`src/rtl/tt_um_project_pkg.sv`:
```
// rtl/tt_um_project_pkg.sv - shared types and constants for the accumulator ALU
package tt_um_project_pkg;

    typedef enum logic [2:0] {
        OP_LOAD = 3'd0,
        OP_ADD  = 3'd1,
        OP_SUB  = 3'd2,
        OP_AND  = 3'd3,
        OP_OR   = 3'd4,
        OP_XOR  = 3'd5,
        OP_SHL  = 3'd6,
        OP_SHR  = 3'd7
    } op_t;

    // Bit positions of the status flags on uio_out
    localparam int FLAG_Z = 4;
    localparam int FLAG_C = 5;
    localparam int FLAG_N = 6;
    localparam int FLAG_V = 7;

    localparam logic [7:0] UIO_OE_VAL = 8'hF0;

endpackage

```
`src/rtl/tt_um_project_alu.sv`:
```
// rtl/tt_um_project_alu.sv - combinational 8-bit ALU producing result and Z/C/N/V
module tt_um_project_alu
    import tt_um_project_pkg::*;
(
    input  logic [7:0] acc,
    input  logic [7:0] d,
    input  op_t        op,
    output logic [7:0] r,
    output logic       z,
    output logic       c,
    output logic       n,
    output logic       v
);

    logic [8:0] sum9;
    logic [8:0] diff9;

    // Result and carry/overflow per opcode; Z and N derive from the result alone
    always_comb begin
        sum9  = {1'b0, acc} + {1'b0, d};
        diff9 = {1'b0, acc} - {1'b0, d};
        r     = 8'h00;
        c     = 1'b0;
        v     = 1'b0;
        case (op)
            OP_LOAD: r = d;
            OP_ADD: begin
                r = sum9[7:0];
                c = sum9[8];
                v = (acc[7] == d[7]) && (sum9[7] != acc[7]);
            end
            OP_SUB: begin
                r = diff9[7:0];
                // The ninth bit of the widened difference is the borrow (acc < d)
                c = diff9[8];
                v = (acc[7] != d[7]) && (diff9[7] != acc[7]);
            end
            OP_AND: r = acc & d;
            OP_OR:  r = acc | d;
            OP_XOR: r = acc ^ d;
            OP_SHL: begin
                r = {acc[6:0], 1'b0};
                c = acc[7];
            end
            OP_SHR: begin
                r = {1'b0, acc[7:1]};
                c = acc[0];
            end
            default: r = 8'h00;
        endcase
        z = (r == 8'h00);
        n = r[7];
    end

endmodule

```
`src/rtl/tt_um_project_top.sv`:
```
// rtl/tt_um_project_top.sv - Tiny Tapeout wrapper: strobe edge detect, ACC/flag registers, pin map
module tt_um_project_top
    import tt_um_project_pkg::*;
(
    input  logic [7:0] ui_in,
    output logic [7:0] uo_out,
    input  logic [7:0] uio_in,
    output logic [7:0] uio_out,
    output logic [7:0] uio_oe,
    input  logic       ena,
    input  logic       clk,
    input  logic       rst_n
);

    logic       strb_q, strb_d;
    logic [7:0] acc_q, acc_d;
    logic       z_q, z_d, c_q, c_d, n_q, n_d, v_q, v_d;
    logic       fire;

    logic [7:0] alu_r;
    logic       alu_z, alu_c, alu_n, alu_v;

    // Upper uio inputs carry nothing for this design
    wire unused_sink = &{1'b0, uio_in[7:4], 1'b0};

    tt_um_project_alu u_alu (
        .acc (acc_q),
        .d   (ui_in),
        .op  (op_t'(uio_in[2:0])),
        .r   (alu_r),
        .z   (alu_z),
        .c   (alu_c),
        .n   (alu_n),
        .v   (alu_v)
    );

    // Rising strobe while selected executes one command; strobe history tracks every cycle
    always_comb begin
        fire   = ena && uio_in[3] && !strb_q;
        strb_d = uio_in[3];
        acc_d  = acc_q;
        z_d    = z_q;
        c_d    = c_q;
        n_d    = n_q;
        v_d    = v_q;
        if (fire) begin
            acc_d = alu_r;
            z_d   = alu_z;
            c_d   = alu_c;
            n_d   = alu_n;
            v_d   = alu_v;
        end
    end

    // State registers, cleared immediately by reset
    always_ff @(posedge clk or negedge rst_n) begin
        if (!rst_n) begin
            strb_q <= 1'b0;
            acc_q  <= 8'h00;
            z_q    <= 1'b0;
            c_q    <= 1'b0;
            n_q    <= 1'b0;
            v_q    <= 1'b0;
        end else begin
            strb_q <= strb_d;
            acc_q  <= acc_d;
            z_q    <= z_d;
            c_q    <= c_d;
            n_q    <= n_d;
            v_q    <= v_d;
        end
    end

    // Pin mapping
    always_comb begin
        uo_out          = acc_q;
        uio_out         = 8'h00;
        uio_out[FLAG_Z] = z_q;
        uio_out[FLAG_C] = c_q;
        uio_out[FLAG_N] = n_q;
        uio_out[FLAG_V] = v_q;
        uio_oe          = UIO_OE_VAL;
    end

endmodule

```
`config.mk`:
```
export PLATFORM = sky130hd
export DESIGN_NAME = tt_um_project_top
export DESIGN_NICKNAME = d
export VERILOG_FILES = /design/src/rtl/tt_um_project_pkg.sv /design/src/rtl/tt_um_project_alu.sv /design/src/rtl/tt_um_project_top.sv
export SDC_FILE = /design/constraint.sdc
export NUM_CORES = 1
export LEC_CHECK = 0
export CAP_MARGIN = 20
export CORE_AREA = 5 5 69 118
export CTS_CLUSTER_SIZE = 20
export DETAILED_ROUTE_END_ITERATION = 10
export DIE_AREA = 0 0 74 123
export SLEW_MARGIN = 30
export SYNTH_ARGS = -nofsm -noshare
export SYNTH_HDL_FRONTEND = slang
export SYNTH_SLANG_ARGS = --single-unit
```
`constraint.sdc`:
```
create_clock -name clk -period 3.38 [get_ports clk]
set_clock_uncertainty 0.15 [all_clocks]
set_input_delay 0.676 -clock clk [delete_from_list [all_inputs] [get_ports clk]]
set_output_delay 0.676 -clock clk [all_outputs]
set_load 0.05 [all_outputs]
```
Yosys cells after proc, flatten, opt, wreduce, memory -nomap -nowiden
Index checks and enable logic that the tools add are counted.
Word-level totals
  logic and storage cells: 32
  output and inout port bits: 24
  register bits: 13
Cells by class
  reductions and logical operators: 7
  equality and inequality tests: 11
  bitwise logic cells: 3
  $add $sub $neg: 2
  mux-type cells: 3
Operators by type and width (number)
  8-bit case mux with 8 select lines: 1
  3-bit == test (second input constant): 4
  8-bit by 8-bit adder with 9-bit output: 1
  8-bit by 8-bit subtractor with 9-bit output: 1
  8-bit AND: 1
  8-bit zero test: 1
  8-bit bitwise OR: 1
  8-bit bitwise XOR: 1
  3-bit by 2-bit == test with 1-bit output (second input constant): 2
  1-bit logical AND: 4
  1-bit case mux with 4 select lines: 1
  3-bit by 1-bit == test with 1-bit output (second input constant): 1
  3-bit zero test: 1
  1-bit inequality test: 3
  1-bit case mux with 2 select lines: 1
  1-bit == test: 1
  1-bit zero test: 1

Depth between registers and ports, before layout
  word-level depth: 4
  mapped depth: 10
  gate-level depth less buffers: 10

Modules after synthesis
A second synthesis with hierarchy kept.
Second synthesis, totals
  cell total of the unflattened synthesis: 251
  area, all modules: 2137.0 um2
By module, submodules not included
  tt_um_project_alu: times used 1, area each 1480.2 um2, cells each 206
  tt_um_project_top: times used 1, area each 656.9 um2, cells each 45

Worst setup path after synthesis
No wires, ideal clock.
  path kind: register -> register
  start: register acc_q[0] (netlist: uo_out[0])
  end: register z_q
  data required time: 3.135 ns
  stages on the path, launching flop included: 11
  period minus slack after synthesis: 2.838 ns
  path slack: 0.542 ns
  data arrival time: 2.592 ns
  cell sequence: dfrtp_1 > inv_1 > ha_1 > fa_1 > o21bai_1 > a21oi_1 > a221o_1 > a21oi_1 > o221a_1 > nand4_1 > o31ai_1
On the way
  longest elaborated chain between the ends: 3
RTL lines
  start: declaration: RTL line tt_um_project_top.sv:16  | logic [7:0] acc_q, acc_d;
  start signal: assignment: RTL line tt_um_project_top.sv:59  | acc_q <= 8'h00;
  start signal: assignment: RTL line tt_um_project_top.sv:66  | acc_q <= acc_d;
  8-bit by 8-bit subtractor with 9-bit output, or another cell as far along: RTL line tt_um_project_alu.sv:21  | diff9 = {1'b0, acc} - {1'b0, d};
  8-bit case mux with 8 select lines (*): RTL line tt_um_project_alu.sv:25  | case (op)
  8-bit zero test (*): RTL line tt_um_project_alu.sv:51  | z = (r == 8'h00);
  end signal: assignment: RTL line tt_um_project_top.sv:67  | z_q <= z_d;
  end: declaration: RTL line tt_um_project_top.sv:17  | logic z_q, z_d, c_q, c_d, n_q, n_d, v_q, v_d;
Every way passes the cells marked *; elsewhere a longest branch is shown, timed or not.
A chain may end at the register's enable or synchronous reset.

Worst setup path in the final report
  start: input ui_in[0]
  end: register z_q
On the way
  longest elaborated chain between the ends: 3
RTL lines
  start: declaration: RTL line tt_um_project_top.sv:5  | input logic [7:0] ui_in,
  8-bit by 8-bit subtractor with 9-bit output, or another cell as far along: RTL line tt_um_project_alu.sv:21
  8-bit case mux with 8 select lines (*): RTL line tt_um_project_alu.sv:25
  8-bit zero test (*): RTL line tt_um_project_alu.sv:51
Marked as above.

==> flow_summary.json <==
{
  "wl_mm": 6.01,
  "timing.critical_path.to_type": "register",
  "detail_route.first_pass.iterations": 4,
  "yosys.cell_count.top_type": "inv_1",
  "rsz_0062_raised_after_global_routing": "false",
  "fin_tns_setup_ns": 0,
  "cp_max_fo": 3,
  "critPathTopFamily": "compound AO/OA/AOI/OAI gates",
  "ys_dominant_reg_cell": "dfrtp_1",
  "synth.top_cells.by_count": "26 x inv_1, 24 x ha_1, 21 x buf_4",
  "netSwitchingFraction": 0.482,
  "ys_async_sr_fraction": 1.00,
  "min_path_type": "reg -> reg",
  "synth.distinct_cells": 61,
  "power.switching_w": 0.000753,
  "dpl.hpwl_mm": 4.85,
  "post_synth_edffs": 0,
  "layout.nets": 345,
  "final_max_slew_viol_count": 0,
  "timing.final.setup_violations": 0,
  "timing.critical_path.required_ns": 3.37,
  "cts_inserted_buffers": 3,
  "detail-route-antenna-nets": 0,
  "timing_hold_violations_final": 0,
  "first_pass_grt_wire_length_mm": 9.98,
  "critical_path.cell_chain": "clkdlybuf4s50_1 > ha_1 > fa_2 > nor2b_1 > o31ai_1 > a221o_1 > o21ai_2 > o221a_1 > nand4_1 > o31ai_2",
  "dr_total_vias": 2001,
  "boundaryPins": 43,
  "maxSlewHeadroom": 0.633,
  "static-leakage-power_nw": 1.19,
  "globalplace.congestion": 0.930,
  "clock-root-buffer": "clkbuf_16",
  "synth_area_leader_cell": "dfrtp_1",
  "critical_path.n_buffers_inverters": 1,
  "avgRoutedWirePerCell_um": 15.6,
  "die_h_um": 123,
  "area.growth.synth_to_final_pct": 26.6,
  "rows": 41,
  "comb_power_share": 0.683,
  "diodes": 0,
  "clock_tree_from_tritoncts": "built",
  "period_minus_slack_ns": 3.21,
  "initialDrtViolationCount": 71,
  "fmax_mhz": 312,
  "drv.max_cap_violation_count": 0,
  "initial_core_utilization": 0.290,
  "cpPeakStageDelay_ns": 0.52,
  "overall_global_routing_usage": 0.138,
  "placeableCoreArea_um2": 7130,
  "irDropWorstVdd_v": 0.000376,
  "synth.top_cell.area_share": 0.145,
  "grt_antenna_before_repair": 0,
  "timing.setup.critical_path_class": "in -> reg",
  "power_density_nw_per_um2": 596,
  "sequentialPowerShare": 0.167,
  "number_of_instances_in_the_synthesized_netlist": 259,
  "worstSkewPairLatency_ns": 0.23,
  "worst-endpoint-arrival_ns": 3.19,
  "clockBufferDepth": 2,
  "grt_max_degree": 40,
  "critical_path.slowest_cell": "fa_2",
  "mean_post_synth_cell_area_um2": 7.99,
  "number_of_global_route_vias_before_repair": 2108,
  "die_width_um": 74,
  "synth_sequential_area_ratio": 0.145,
  "clock-sinks": 12,
  "number_of_warnings_reported_in_the_yosys_synthesis_log": 0,
  "outcome": "completed",
  "maximum_level_of_the_cts_h_tree": 1,
  "cellInternalPower_w": 0.000809,
  "layout_worst_path_cycle_share": 0.949,
  "clkTransAtPathRegs_ns": 0.04,
  "post-route-drc-count": 0,
  "viasPerCell": 5.20,
  "dieArea_um2": 9100,
  "critPathLaunchType": "primary input",
  "synth_top_cells_by_area": "dfrtp_1 15%, ha_1 15%, buf_4 7.6%",
  "worst_slew_pin_slew_ns": 0.549,
  "globalRouteOverflowTotal": 0,
  "io_buffer_count": 26,
  "totalPowerFinal_w": 0.00156,
  "number_of_synthesized_register_bits": 12,
  "p_clk_frac": 0.150,
  "syn_area_um2": 2070,
  "drive_above_1_share": 0.197
}
==> routing by layer <==
layer / up-vias / wire length, um / GRT usage
met4: 0 / 153 / 0.0465
met5: - / 0 / 0
met2: 47 / 3360 / 0.276
met1: 964 / 2280 / 0.145
li1: 978 / - / -
met3: 12 / 212 / 0.00976
==> final timing paths <==
kind	cells past startpoint	slack, ns	from	end
max reg2reg	10	0.49	uo_out[0]$_DFFE_PN0P_	z_q$_DFFE_PN0P_
min reg2reg	1	0.34	v_q$_DFFE_PN0P_	v_q$_DFFE_PN0P_
max	10	0.17	ui_in[0]	z_q$_DFFE_PN0P_
min	1	0.34	v_q$_DFFE_PN0P_	v_q$_DFFE_PN0P_
min in group asynchronous	1	0.65	rst_n	strb_q$_DFF_PN0_
max in group asynchronous	1	2.07	rst_n	uo_out[5]$_DFFE_PN0P_
==> flip-flops by register name, summed over array words and instances, names as in the netlist <==
register  cells
v_q           1
c_q           1
z_q           1
uo_out        8
strb_q        1
==> placed cells by master (no fill, tap or decap), types with 2 or more instances in the layout <==
| cell | n |
|---|---|
| a211oi_1 | 6 |
| a21o_1 | 2 |
| a21oi_1 | 15 |
| a221o_1 | 2 |
| a221oi_1 | 2 |
| buf_12 | 2 |
| buf_4 | 29 |
| clkbuf_16 | 3 |
| clkdlybuf4s50_1 | 26 |
| conb_1 | 12 |
| dfrtp_1 | 12 |
| ha_1 | 24 |
| inv_1 | 26 |
| inv_2 | 2 |
| mux2_2 | 4 |
| mux2i_1 | 8 |
| nand2_1 | 16 |
| nand2b_1 | 2 |
| nand3_1 | 4 |
| nand3b_1 | 4 |
| nand4b_1 | 2 |
| nor2_1 | 16 |
| nor2b_1 | 5 |
| nor3_1 | 6 |
| o211ai_1 | 6 |
| o21ai_0 | 12 |
| o21ai_1 | 2 |
| o21bai_2 | 2 |
| o221a_2 | 2 |
| o31ai_1 | 5 |
| o32a_1 | 2 |
| or3_1 | 2 |
| xnor2_1 | 3 |
==> logic make-up (layout without fill, tap and decap cells) <==
kind of cell    Yosys count  count (layout)  share of synthesized area
compound gates           77              77                      0.270
xor+xnor                  3               3                     0.0127
fa+ha+maj                26              26                      0.165
buf+inv                  59              89                      0.164
flops                    12              12                      0.145
mux                      13              13                     0.0714
other cells               2              12                    0.00363
simple gates             67              67                      0.169
==> cell type report <==
cell class / instances / area (um^2)
fill: 731 / 4510
multi-input combinational: 198 / 1500
timing repair buffer: 57 / 518
sequential: 12 / 300
tap: 86 / 108
inverter: 28 / 105
clock buffer: 4 / 88.8
==> repair_timing <==
action | in CTS | in global routing
buffers inserted | 0 | 1
gates resized for setup | 0 | 7
hold buffers | 0 | 0
setup endpoints to repair | 0 | 2
==> stage by stage <==
stage                util  area (um^2)  setup slack, ns  std cells  hold WS, ns
global placement    0.349         2490           -0.139        380        0.318
finish              0.367         2620            0.171        385        0.336
CTS                 0.362         2580           0.0476        384        0.345
floorplan               -         2110            0.542        269        0.230
global route        0.367         2620           0.0204        385        0.367
detailed placement  0.349         2490           -0.172        380        0.336
==> power groups by stage <==
stage | Combinational [W] | Clock (W) | Sequential, W
2_1_floorplan | 0.000683 | 0 | 0.000325
3_3_place_gp | 0.00102 | 0 | 0.000261
3_5_place_dp | 0.00103 | 0 | 0.000264
4_1_cts | 0.00104 | 0.000242 | 0.000262
5_1_grt | 0.00117 | 0.000248 | 0.000271
6_report | 0.00107 | 0.000235 | 0.000260
==> worst register-to-register path, cell delays in order (launching register included) <==
cell	delay, ns
dfrtp_1	0.47
inv_1	0.13
ha_1	0.23
fa_2	0.52
nor2b_1	0.14
o31ai_1	0.08
a221o_1	0.36
o21ai_2	0.09
o221a_1	0.22
nand4_1	0.14
o31ai_2	0.29
Power figures use the tool's default switching activity.
